<file path="src/rtl/psram_bus_bridge.sv">
`default_nettype none
// ============================================================================
// Module   : psram_bus_bridge
// Brief    : Byte-wide valid/ready request bridge in front of PsramController.
//            Optional one-word read cache: define PSRAM_BRIDGE_READ_CACHE_EN.
// Revision : 1.0
// ============================================================================
module psram_bus_bridge #(
    parameter int CPU_AW      = 19,
    parameter int MEM_AW      = 22,
    parameter int ACK_TIMEOUT = 4
) (
    input  logic              clock,
    input  logic              reset,
    input  logic              req_valid,
    output logic              req_ready,
    input  logic              req_write,
    input  logic [CPU_AW-1:0] req_addr,
    input  logic [7:0]        req_wdata,
    output logic              rsp_valid,
    output logic [7:0]        rsp_rdata,
    output logic              error,
    output logic              mem_read,
    output logic              mem_write,
    output logic              mem_byte_write,
    output logic [MEM_AW-1:0] mem_addr,
    output logic [15:0]       mem_din,
    input  logic [15:0]       mem_dout,
    input  logic              mem_busy
);

    localparam int CNT_W = (ACK_TIMEOUT > 1) ? $clog2(ACK_TIMEOUT) : 1;
    localparam logic [CNT_W-1:0] CNT_LAST = CNT_W'(ACK_TIMEOUT - 1);

    typedef enum logic [2:0] {
        S_INIT      = 3'd0,
        S_IDLE      = 3'd1,
        S_ISSUE     = 3'd2,
        S_WAIT_BUSY = 3'd3,
        S_WAIT_DONE = 3'd4,
        S_RESP      = 3'd5
    } state_t;

    state_t             state_q, state_d;
    logic [CPU_AW-1:0]  addr_q;
    logic               write_q;
    logic [7:0]         wdata_q;
    logic [7:0]         rdata_q;
    logic               error_q;
    logic               tmo_q;
    logic               hit_rsp_q;
    logic [CNT_W-1:0]   cnt_q;

    logic               w_accept;
    logic               w_hit;
    logic               w_hit_accept;
    logic               w_miss_accept;
    logic [7:0]         w_hit_byte;
    logic               w_tmo;
    logic               w_capture;
    logic [7:0]         w_rd_byte;

    assign w_accept      = req_valid & (state_q == S_IDLE);
    assign w_hit_accept  = w_accept & ~req_write & w_hit;
    assign w_miss_accept = w_accept & ~w_hit_accept;
    // A timed-out transaction never samples mem_dout, even if busy later falls.
    assign w_capture     = (state_q == S_WAIT_DONE) & ~mem_busy & ~tmo_q;
    assign w_rd_byte     = addr_q[0] ? mem_dout[15:8] : mem_dout[7:0];

    assign mem_addr  = MEM_AW'(addr_q);
    assign mem_din   = {wdata_q, wdata_q};
    assign rsp_rdata = rdata_q;
    assign error     = error_q;

    always_ff @(posedge clock) begin
        if (reset) begin
            state_q <= S_INIT;
        end else begin
            state_q <= state_d;
        end
    end

    always_comb begin
        state_d        = state_q;
        w_tmo          = 1'b0;
        req_ready      = 1'b0;
        rsp_valid      = hit_rsp_q;
        mem_read       = 1'b0;
        mem_write      = 1'b0;
        mem_byte_write = 1'b0;
        case (state_q)
            S_INIT: begin
                if (!mem_busy) state_d = S_IDLE;
            end
            S_IDLE: begin
                req_ready = 1'b1;
                if (w_miss_accept) state_d = S_ISSUE;
            end
            S_ISSUE: begin
                mem_read       = ~write_q;
                mem_write      = write_q;
                mem_byte_write = write_q;
                state_d        = S_WAIT_BUSY;
            end
            S_WAIT_BUSY: begin
                mem_byte_write = write_q;
                if (mem_busy) begin
                    state_d = S_WAIT_DONE;
                end else if (cnt_q == CNT_LAST) begin
                    w_tmo   = 1'b1;
                    state_d = S_WAIT_DONE;
                end
            end
            S_WAIT_DONE: begin
                mem_byte_write = write_q;
                if (!mem_busy || tmo_q) state_d = S_RESP;
            end
            S_RESP: begin
                mem_byte_write = write_q;
                rsp_valid      = 1'b1;
                state_d        = S_IDLE;
            end
            default: state_d = S_INIT;
        endcase
    end

    always_ff @(posedge clock) begin
        if (reset) begin
            addr_q    <= '0;
            write_q   <= 1'b0;
            wdata_q   <= 8'h00;
            rdata_q   <= 8'h00;
            error_q   <= 1'b0;
            tmo_q     <= 1'b0;
            hit_rsp_q <= 1'b0;
            cnt_q     <= '0;
        end else begin
            hit_rsp_q <= w_hit_accept;
            if (w_accept) begin
                addr_q  <= req_addr;
                write_q <= req_write;
                wdata_q <= req_wdata;
            end
            if (w_hit_accept) rdata_q <= w_hit_byte;
            if (state_q == S_ISSUE) begin
                cnt_q <= '0;
                tmo_q <= 1'b0;
            end else if (state_q == S_WAIT_BUSY && !mem_busy) begin
                cnt_q <= cnt_q + 1'b1;
            end
            if (w_tmo) begin
                error_q <= 1'b1;
                tmo_q   <= 1'b1;
                rdata_q <= 8'h00;
            end
            if (w_capture) rdata_q <= w_rd_byte;
        end
    end

`ifdef PSRAM_BRIDGE_READ_CACHE_EN
    logic               cache_valid_q;
    logic [CPU_AW-2:0]  cache_tag_q;
    logic [15:0]        cache_data_q;
    logic               w_tag_match;

    assign w_tag_match = cache_valid_q & (cache_tag_q == req_addr[CPU_AW-1:1]);
    assign w_hit       = w_tag_match & ~req_write;
    assign w_hit_byte  = req_addr[0] ? cache_data_q[15:8] : cache_data_q[7:0];

    // Writes to the cached word patch the cache at accept and still go to memory.
    always_ff @(posedge clock) begin
        if (reset) begin
            cache_valid_q <= 1'b0;
            cache_tag_q   <= '0;
            cache_data_q  <= 16'h0000;
        end else if (w_accept && req_write && w_tag_match) begin
            if (req_addr[0]) cache_data_q[15:8] <= req_wdata;
            else             cache_data_q[7:0]  <= req_wdata;
        end else if (w_capture && !write_q) begin
            cache_valid_q <= 1'b1;
            cache_tag_q   <= addr_q[CPU_AW-1:1];
            cache_data_q  <= mem_dout;
        end
    end
`else
    assign w_hit      = 1'b0;
    assign w_hit_byte = 8'h00;
`endif

endmodule
`default_nettype wire

</file>
<file path="config.mk">
export PLATFORM = sky130hd
export DESIGN_NAME = psram_bus_bridge
export DESIGN_NICKNAME = d
export VERILOG_FILES = /design/src/rtl/psram_bus_bridge.sv
export SDC_FILE = /design/constraint.sdc
export NUM_CORES = 1
export LEC_CHECK = 0
export BUFFER_PORTS_ARGS = -buffer_cell sky130_fd_sc_hd__buf_4
export CAP_MARGIN = 20
export CELL_PAD_IN_SITES_DETAIL_PLACEMENT = 0
export CELL_PAD_IN_SITES_GLOBAL_PLACEMENT = 1
export CORE_MARGIN = 1.5
export CORE_UTILIZATION = 28
export DETAILED_ROUTE_END_ITERATION = 10
export GPL_TIMING_DRIVEN = 0
export PLACE_DENSITY = 0.83
export SYNTH_ARGS = -nofsm -noshare
export SYNTH_HDL_FRONTEND = slang
export SYNTH_SLANG_ARGS = --single-unit
</file>
<file path="constraint.sdc">
create_clock -name clock -period 1.25 [get_ports clock]
set_input_delay 0.25 -clock clock [delete_from_list [all_inputs] [get_ports clock]]
set_output_delay 0.25 -clock clock [all_outputs]
set_load 0.02 [all_outputs]
</file>
==> run summary <==
The run finished, with violations left. The checks that failed: negative setup slack. The combined global-route utilization of all metal layers is 15.0%. The worst vdd rail ir drop was 0.579 mV. The number of buffers inserted by port buffering is 95. In this run the count of I/O pins placed on the die edge is 100. For the detailed placement HPWL, the log shows 3.54 mm. After synthesis, the mean cell area works out to 8.51 um2. For the count of TritonRoute iterations in the first routing pass, the log shows 4. On the final layout, the worst clock skew is 0.00702 ns.

After synthesis the netlist holds a flip-flop and latch count of 43. The layout has 622 filler cells. The tools report the kind of capture point of the worst setup path as a flop.

The run gives 0.658 GHz as the maximum achievable frequency. The cell area that synthesis handed to floorplanning was 1830 um2. The worst-margin pin slew was 0.612 ns. During synthesis, Yosys emitted a total of 0 warnings. In this run the standard cell core region covers 6350 um2. The initial antenna violation count was 0. The maximum number of pins on one net before global-route repair is 15.

The run gives 51.7% as the fraction of the core area covered by cells at the end of the flow. The kind of start point of the critical path was a flop. Summing all non-filler instances in the final layout gives an area of 3280 um2. In the final layout, the multi-input gates occupy 1010 um2. After clock tree synthesis, the clock-pin slew on the worst setup and hold paths is 0.08 ns.

The initial utilization of the core area, before any placement, comes to 28.8%. For this run the aggregate overflow at the end of global routing stands at 0. The run gives 0 as the final number of hold-violating endpoints. The worst min-delay path category is in2reg.

Across the whole layout, storage elements account for 875 um2. Setup repair after global routing could not meet its margin everywhere. The run gives 47 as the number of failing setup endpoints in the final timing report. The clock net in this run drives a total of 43 sinks.

The critical path goes through buf_6 -> buf_6 -> or4b_4 -> a21oi_4 -> nor2_4 -> o2bb2ai_1. The placement-stage cell area was 2680 um2; the routed length per instance was 12.9 um. Worst setup slack after placement: -0.219 ns. The share of the synthesized area in the top cell type is 47.0%.

The root buffer cell chosen for the clock tree is sky130_fd_sc_hd__clkbuf_8. Ranked by total cell area, the synthesized netlist is headed by sky130_fd_sc_hd__dfxtp_1 (47%), sky130_fd_sc_hd__nand2_1 (12%), sky130_fd_sc_hd__a21oi_1 (7.9%). On the final layout, the worst hold slack is 0.173 ns.

The final worst setup slack is -0.270 ns. Critical path's slowest cell: sky130_fd_sc_hd__or4b_4. Required time at the endpoint of the critical path: 1.43 ns. By startpoint and endpoint, the worst setup path is classified as reg2reg. Via count: 1882.

The post-route netlist has 53.1% of its cells at a drive strength greater than 1. The total power of the final layout is 3.39 mW, and the delay contributed by the slowest stage of the critical path is 0.46 ns. The remaining max-slew budget at the tightest pin was 59.2%; the DRC violations left was 0.

In this run the vertical extent of the chip is 83.9 um. No sink is reached through more buffers than the 2 on the longest clock path. The tools report the number of slew-limit violations in the final report as 0. The first global-routing pass estimated 8.52 mm of wire. The repair_antennas step left the layout with diodes totalling 0. The number of clock buffers added by TritonCTS is 5. The leakage power summed over all cells came out at 1.42 nW.

In this run the core area contains 29 standard-cell rows. Most numerous cell on the critical path: sky130_fd_sc_hd__buf_6. For the final routed database, the setup TNS stands at -7.70 ns. The final layout contains routed wiring with a total length of 5.38 mm. Of all nets on the critical path, the largest fanout is 8.

In this run the number of H-tree levels came out at 2. The horizontal extent of the die came out at 83.9 um. Cell type with the highest aggregate area in the netlist: sky130_fd_sc_hd__dfxtp_1. In the final design database the tool counted 388 nets. The die covers 7030 um2. The logs give 33 for the violation count after the first detailed-routing iteration and 0.29 ns for the latest clock arrival within the worst-skew pair. At the end of routability-driven placement, the weighted congestion stood at 0.736.

The tools report the number of routed nets with antenna violations as 0. The count of placed standard cells in the final layout, fillers left out came out at 416. The share of the clock period used by the worst path was 122%. TritonCTS built the clock tree. The synthesized instance count is 215, and the layout overhead on the synthesized area is 79.2%. The number of placed instances, taps included, is 389. For the via count of the first global-routing pass, the log shows 1766. Yosys mapped the design onto 35 distinct sky130hd cell types. The run gives 1.70 ns as the endpoint arrival time on the critical path. Max-cap violations in this run came to 0. After detailed routing, the number of vias per cell comes to 4.52. In this run the power density over the cells is 1030 nW/um2. Sequential area share after synthesis: 47.0%. Counting I/O delays and the setup requirement, the final critical path takes 1.52 ns.
## layer usage
layer	global-route usage [%]	part of all wire, %	vias up	wire length (um)
li1	-	-	963	-
met1	18.1	42	857	2240
met2	26.8	53	60	2830
met3	3.86	5.4	2	291
met4	3.43	0.35	0	19
met5	0	0	-	0
## power by group
group          switching (mW)  total (mW)  leakage (nW)  internal (mW)
clock network           0.484        1.08        0.0581          0.595
registers              0.0429        1.47         0.352           1.43
logic                   0.390       0.843          1.01          0.454
total                   0.917        3.39          1.42           2.47
## kinds of logic after synthesis
logic type,count (synthesis),synth area share (%)
compound gates,45,15.1
simple gates,86,21.2
buf+inv,27,9.16
other cells,1,0.205
fa+ha+maj,2,1.37
xor+xnor,1,0.479
flops,43,47.0
mux,10,5.47
## synth_stat cells, drive strengths merged
cell type / number
clkbuf: 5
nor2: 7
a21oi: 30
or4b: 2
a31oi: 1
nand2: 60
a211o: 1
and2: 3
nand3b: 1
conb: 1
a211oi: 1
xnor2: 1
and3: 2
nand3: 1
o211ai: 1
nor4: 1
nand4b: 1
nand2b: 1
a22oi: 1
buf: 19
mux2i: 10
nor3b: 1
nor4b: 1
o211a: 1
dfxtp: 43
o2bb2ai: 8
ha: 2
inv: 3
o21ai: 1
nor3: 5
## worst max-delay path: cells and delay by family (launching register included)
| family | cells | cell delay (ns) |
|---|---|---|
| AND/OR/NAND/NOR | 2 | 0.54 |
| buffers and inverters | 2 | 0.20 |
| AO/OA/AOI/OAI | 2 | 0.28 |
| flip-flops | 1 | 0.38 |
## layout make-up
type | count | area share (%)
multi-input combinational | 148 | 30.8
clock buffer | 5 | 2.10
sequential | 43 | 26.7
timing repair buffer | 114 | 29.3
clock inverter | 3 | 1.33
inverter | 3 | 0.343
tap | 77 | 2.94
buffer | 23 | 6.56
## worst paths after layout
kind | start | endpoint | slack (ns) | depth (start not counted)
min reg2reg | addr_q[5]$_SDFFE_PP0P_ | addr_q[5]$_SDFFE_PP0P_ | 0.46 | 2
max | state_q[2]$_SDFFE_PP0P_ | rsp_rdata[4]$_SDFFE_PP0P_ | -0.27 | 6
max reg2reg | state_q[2]$_SDFFE_PP0P_ | rsp_rdata[4]$_SDFFE_PP0P_ | -0.27 | 6
min | reset | cnt_q[0]$_SDFFE_PP0P_ | 0.17 | 2
## cells in the final DEF (no fill, tap or decap), types with 2 or more instances in the layout
cell type	n
sky130_fd_sc_hd__buf_4	114
sky130_fd_sc_hd__nand2_1	55
sky130_fd_sc_hd__dfxtp_1	38
sky130_fd_sc_hd__a21oi_1	24
sky130_fd_sc_hd__mux2i_1	10
sky130_fd_sc_hd__buf_6	9
sky130_fd_sc_hd__o2bb2ai_1	6
sky130_fd_sc_hd__clkbuf_8	6
sky130_fd_sc_hd__a21oi_2	5
sky130_fd_sc_hd__nor2_1	4
sky130_fd_sc_hd__inv_2	3
sky130_fd_sc_hd__buf_8	3
sky130_fd_sc_hd__clkbuf_1	3
sky130_fd_sc_hd__conb_1	3
sky130_fd_sc_hd__dfxtp_4	3
sky130_fd_sc_hd__nor3_1	2
sky130_fd_sc_hd__and3_4	2
sky130_fd_sc_hd__and2_4	2
sky130_fd_sc_hd__nand2_8	2
sky130_fd_sc_hd__clkbuf_16	2
sky130_fd_sc_hd__nor3_2	2
sky130_fd_sc_hd__nor2_4	2
sky130_fd_sc_hd__nand2_4	2
sky130_fd_sc_hd__nand2_2	2
sky130_fd_sc_hd__o2bb2ai_2	2
sky130_fd_sc_hd__buf_16	2
sky130_fd_sc_hd__dfxtp_2	2
sky130_fd_sc_hd__buf_12	2
## repair_timing
action,in CTS,in global routing
gates resized for setup,39,28
endpoints found under the setup margin,38,48
hold buffers,0,0
setup buffers,12,4
pin swaps,5,10
cloned,4,1
## sequential cells by signal, summed over array words and instances (netlist names)
register	cells
addr_q	19
rsp_rdata	8
wdata_q	8
state_q	3
cnt_q	2
error	1
tmo_q	1
write_q	1
Note: power is estimated with default switching activity, not from simulation.
